$ cat src/rtl/mod5_pkg.sv
// Shared definitions for the mod-5 frame controller: state encodings,
// modulus constants and the single-bit residue update rule.
package mod5_pkg;

    localparam int unsigned MOD   = 5;
    localparam int unsigned RES_W = 3;

    typedef enum logic [1:0] {
        StIdle  = 2'd0,
        StShift = 2'd1,
        StDone  = 2'd2
    } ctrl_state_e;

    typedef enum logic [RES_W-1:0] {
        ResR0 = 3'd0,
        ResR1 = 3'd1,
        ResR2 = 3'd2,
        ResR3 = 3'd3,
        ResR4 = 3'd4
    } res_state_e;

    // (2*r + b) mod 5 as a lookup, so no multiplier or divider is needed.
    function automatic res_state_e res_step(input res_state_e r, input logic b);
        case (r)
            ResR0:   res_step = b ? ResR1 : ResR0;
            ResR1:   res_step = b ? ResR3 : ResR2;
            ResR2:   res_step = b ? ResR0 : ResR4;
            ResR3:   res_step = b ? ResR2 : ResR1;
            ResR4:   res_step = b ? ResR4 : ResR3;
            default: res_step = ResR0;
        endcase
    endfunction

endpackage

$ cat src/rtl/mod5_residue.sv
// Serial mod-5 residue tracker: consumes one bit per enabled cycle, MSB first.
module mod5_residue
    import mod5_pkg::*;
(
    input  logic             clk,
    input  logic             rst,
    input  logic             clr,
    input  logic             en,
    input  logic             in_bit,
    output logic [RES_W-1:0] residue
);

    res_state_e res_q, res_d;

    // Next residue: clear wins over a shift step.
    always_comb begin
        res_d = res_q;
        if (clr) begin
            res_d = ResR0;
        end else if (en) begin
            res_d = res_step(res_q, in_bit);
        end
    end

    // Residue register with synchronous active-low reset.
    always_ff @(posedge clk) begin
        if (!rst) begin
            res_q <= ResR0;
        end else begin
            res_q <= res_d;
        end
    end

    assign residue = res_q;

endmodule

$ cat src/rtl/mod5_frame_ctrl.sv
// Frame controller: accepts a frame, shifts it MSB first through the mod-5
// residue tracker, then holds the result until consumed.
module mod5_frame_ctrl
    import mod5_pkg::*;
#(
    parameter int unsigned W    = 8,
    parameter int unsigned LENW = 4
) (
    input  logic             clk,
    input  logic             rst,
    input  logic             in_valid,
    output logic             in_ready,
    input  logic [W-1:0]     in_data,
    input  logic [LENW-1:0]  in_len,
    input  logic             abort,
    output logic             ser_en,
    output logic             ser_bit,
    output logic             out_valid,
    input  logic             out_ready,
    output logic             out_div,
    output logic [RES_W-1:0] out_res,
    output logic             busy
);

    ctrl_state_e      state_q, state_d;
    logic [W-1:0]     data_q, data_d;
    logic [LENW-1:0]  cnt_q, cnt_d;
    logic [LENW-1:0]  len_clamped;
    logic [LENW-1:0]  bit_idx;
    logic [W-1:0]     data_shifted;
    logic             res_clr;
    logic             res_en;
    logic [RES_W-1:0] residue;

    assign len_clamped  = (32'(in_len) > W) ? LENW'(W) : in_len;
    assign bit_idx      = cnt_q - LENW'(1);
    assign data_shifted = data_q >> bit_idx;

    // Next-state and output decode; abort overrides everything but reset.
    always_comb begin
        state_d   = state_q;
        data_d    = data_q;
        cnt_d     = cnt_q;
        res_clr   = 1'b0;
        res_en    = 1'b0;
        in_ready  = 1'b0;
        ser_en    = 1'b0;
        ser_bit   = 1'b0;
        out_valid = 1'b0;

        case (state_q)
            StIdle: begin
                in_ready = 1'b1;
                if (in_valid) begin
                    data_d  = in_data;
                    cnt_d   = len_clamped;
                    res_clr = 1'b1;
                    state_d = (len_clamped != '0) ? StShift : StDone;
                end
            end
            StShift: begin
                ser_en  = 1'b1;
                ser_bit = data_shifted[0];
                res_en  = 1'b1;
                cnt_d   = cnt_q - LENW'(1);
                if (cnt_q == LENW'(1)) begin
                    state_d = StDone;
                end
            end
            StDone: begin
                out_valid = 1'b1;
                if (out_ready) begin
                    state_d = StIdle;
                end
            end
            default: state_d = StIdle;
        endcase

        if (abort) begin
            state_d = StIdle;
            data_d  = '0;
            cnt_d   = '0;
            res_clr = 1'b1;
            res_en  = 1'b0;
        end
    end

    // Control registers with synchronous active-low reset.
    always_ff @(posedge clk) begin
        if (!rst) begin
            state_q <= StIdle;
            data_q  <= '0;
            cnt_q   <= '0;
        end else begin
            state_q <= state_d;
            data_q  <= data_d;
            cnt_q   <= cnt_d;
        end
    end

    mod5_residue u_residue (
        .clk     (clk),
        .rst     (rst),
        .clr     (res_clr),
        .en      (res_en),
        .in_bit  (ser_bit),
        .residue (residue)
    );

    // Result is only presented while a frame sits in DONE.
    assign out_res = out_valid ? residue : '0;
    assign out_div = out_valid && (residue == '0);
    assign busy    = (state_q != StIdle);

endmodule

$ cat config.mk
export PLATFORM = sky130hd
export DESIGN_NAME = mod5_frame_ctrl
export DESIGN_NICKNAME = d
export VERILOG_FILES = /design/src/rtl/mod5_pkg.sv /design/src/rtl/mod5_residue.sv /design/src/rtl/mod5_frame_ctrl.sv
export SDC_FILE = /design/constraint.sdc
export NUM_CORES = 1
export LEC_CHECK = 0
export BUFFER_PORTS_ARGS = -buffer_cell sky130_fd_sc_hd__buf_4
export CAP_MARGIN = 10
export CORE_UTILIZATION = 50
export DETAILED_ROUTE_END_ITERATION = 16
export PLACE_DENSITY = 0.81
export SLEW_MARGIN = 10
export SYNTH_ARGS = -nofsm -noshare
export SYNTH_HDL_FRONTEND = slang
export SYNTH_SLANG_ARGS = --single-unit
$ cat constraint.sdc
create_clock -name clk -period 2.4 [get_ports clk]
set_clock_uncertainty 0.1 [all_clocks]
set_input_delay 0.12 -clock clk [delete_from_list [all_inputs] [get_ports clk]]
set_output_delay 0.12 -clock clk [all_outputs]
set_load 0.02 [all_outputs]
==> impl_metrics.ini <==
[outcome]
status = finished clean

[setup_path]
cp.required_ns = 2.18
rr_worst_depth = 7
cp-end-kind = output pin
path_class = reg2out
cpPeakStageDelay_ns = 0.54
arrival_ns = 2.09
r2r_slack_ns = 0.26
crit_chain = inv_1, ha_1, mux4_2, mux2i_4, nor2_1, buf_4
path_max_fanout = 4
start_kind = flip-flop
cp_slowest_cell = mux4_2
r2r-start = cnt_q[1]
r2r_end = u_residue.residue[0]

[sta]
drv_slew = 0
setup_viol = 0
finalHoldViolations = 0
fin_crit_ns = 2.312
layout_setup_ws_ns = 0.08849
tightest_slew_ns = 0.5656
holdWs_ns = 0.008126
max_freq_mhz = 432.6
relSlewSlack_pct = 62.30
finalCritPeriodShare_pct = 96.31

[power_and_ir_drop]
p_comb_share_pct = 19.9
switchingPower_uw = 148.3
p_leak_nw = 0.5189
p_sw_share_pct = 26.30
pwr-share-seq_pct = 52.8
peakVddDrop_uv = 330.1
design_power_total_uw = 563.8
p_int_uw = 415.5
powerDensity_mw_per_mm2 = 436.2
clkPwrFrac_pct = 27.3

[die]
core_area_mm2 = 0.001745
start_util_pct = 53.55
die_area_mm2 = 0.002046
num_io_pins = 26
die_h_um = 45.24
rows = 15
die_w_um = 45.24

[routing]
vias = 952
drtIter0Drc = 8
ant_nets = 0
wl_per_cell_um = 12.48
route.detailed.drc = 0
drt-total-wl_um = 2197
drt_first_pass_iters = 4
vias_per_cell = 5.409

[placement]
gp_congestion = 0.7955
io_buffers = 25
dp_hpwl_um = 1510
preCtsSetupSlack_ns = 0.1800

[global_routing]
grt_max_degree = 16
met2_usage_pct = 46.38
grt_util_all_layers_pct = 24.33
grt_pass1_vias = 871
gr-total-overflow = 0
use_met1_pct = 27.93
antenna_found_initial = 0
grt_use_met3_pct = 2.400
grt_pass1_wl_um = 3622
grt.busiest_layer = met2

[clock_network]
cts-buffers-inserted = 3
htreeDepth = 1
cts_tree = yes
cts_buffer_depth = 2
cts_sinks = 17
clk_latency_ns = 0.28
root_buffer = clkbuf_4
cts.clk_slew.worst_paths_ns = 0.10

[cells_and_area]
layout.nets = 171
areaGrowthSynthToFinish_pct = 38.29
final_core_util_pct = 74.05
layout-drive-gt1-share_pct = 26.49
num_antenna_cells = 0

[logic_synthesis]
netlist_area_um2 = 934.6
yosysTopAreaCell = dfxtp_1
syn-instance-count = 114
synth_top_cells_by_area = dfxtp_1 36%, nand2_1 7.6%, a21oi_1 7.0%
ys_ff_latch = 17
yosysSeqAreaShare_pct = 36.41
syn_area_per_cell_um2 = 8.199
synth_nets = 133
yosys.area.top_type_share_pct = 36.41
ys_types = 34
yosysWarnings = 0

[min_path]
hold_class = in2reg
hp-start = out_ready
min_path_cells = 3
min_to = state_q[1]

[job]
cap_violations = 0
[sequential cells by signal, summed over array words and instances (netlist names)]
register	flops
state_q	2
cnt_q	4
data_q	8
u_residue.residue	3
[stage by stage]
step / area (um^2) / cells / setup TNS (ns)
after detailed placement: 1145 / 161 / 0
final: 1292 / 176 / 0
after CTS: 1266 / 174 / 0
after floorplan: 934.6 / 114 / 0
after global placement: 1145 / 161 / 0
after global routing: 1292 / 176 / -0.009521
[cells in the mapped netlist (all sizes together)]
library cell  instances
mux2i                 2
nand2b                4
a31oi                 3
nor4b                 2
a221oi                1
a21oi                13
o31ai                 1
nor2                  9
or4                   1
o22a                  1
buf                   1
or3b                  4
dfxtp                17
and2b                 1
or2                   1
o21a                  1
nand3                 2
xnor2                 1
ha                    2
o21ai                 2
inv                   5
o21ba                 1
nor4                  2
o22ai                 1
clkbuf                3
nor3b                 3
nand2                19
and2                  3
or3                   3
mux4                  2
and3b                 1
a32oi                 2
[worst max path at each step]
stage               startpoint  slack, ns                    to  cells after the start
finish                cnt_q[1]       0.09               ser_bit                      6
global route          cnt_q[1]      -0.01               ser_bit                      6
CTS                   cnt_q[0]       0.03               ser_bit                      6
detailed placement    cnt_q[0]       0.18  u_residue.residue[0]                      6
global placement      cnt_q[0]       0.27  u_residue.residue[1]                      6
floorplan             cnt_q[0]       0.35  u_residue.residue[1]                      6
[repair_timing]
action | CTS | global route
pin swaps | 0 | 0
resized for setup | 2 | 2
hold buffers | 9 | 0
setup buffers | 0 | 2
endpoints found under the setup margin | 1 | 1
endpoints found under the hold margin | 9 | 0
[worst max-delay path: cells and delay by family, from the launching register on]
family / cells / cell delay, ns
muxes: 2 / 0.75
and+or+nand+nor: 1 / 0.07
buffers and inverters: 2 / 0.26
adders and majority gates: 1 / 0.35
DFF: 1 / 0.39
[cells by family (layout without fill, tap and decap cells)]
group | count (synthesis) | count (layout) | synth area share, %
xor gates and xnor gates | 1 | 1 | 0.9373
and+or+nand+nor | 55 | 55 | 32.13
adders and majority gates | 2 | 2 | 2.677
AOI/OAI and AO/OA | 26 | 26 | 17.14
DFF | 17 | 17 | 36.41
buffers and inverters | 9 | 46 | 3.748
muxes | 4 | 4 | 6.961
[power by group through the flow]
stage                     Clock (mW)  Combinational (mW)  Sequential, mW
after global placement             0              0.0912           0.304
after floorplan                    0              0.0576           0.302
after CTS                      0.154               0.106           0.299
final                          0.154               0.112           0.298
after detailed placement           0              0.0934           0.305
after global routing           0.165               0.123           0.300
[area by class of cell]
type | instances | area (um^2)
Multi-Input combinational cell | 88 | 571.8
Inverter | 5 | 18.77
Clock buffer | 4 | 26.28
Sequential cell | 17 | 344.1
Tap cell | 25 | 31.28
Fill cell | 141 | 452.9
Timing Repair Buffer | 37 | 300.3
[cell usage in the layout, fill, tap and decap left out, types with 3 or more instances in the layout]
cell           synthesis  layout
dfxtp_1               17      16
clkbuf_4               0       3
buf_4                  0      28
or3_1                  3       3
a31oi_1                3       3
a21oi_1               13      13
nand2b_1               4       4
dlygate4sd3_1          0       9
nand2_1               19      19
and2_1                 3       3
inv_1                  5       5
nor2_1                 9       9
[layer usage]
layer | vias up | wire [um]
li1 | 484 | -
met1 | 454 | 971
met2 | 12 | 1189
met3 | 2 | 23
met4 | 0 | 13
met5 | - | 0
Note: power is estimated with default switching activity, not from simulation.
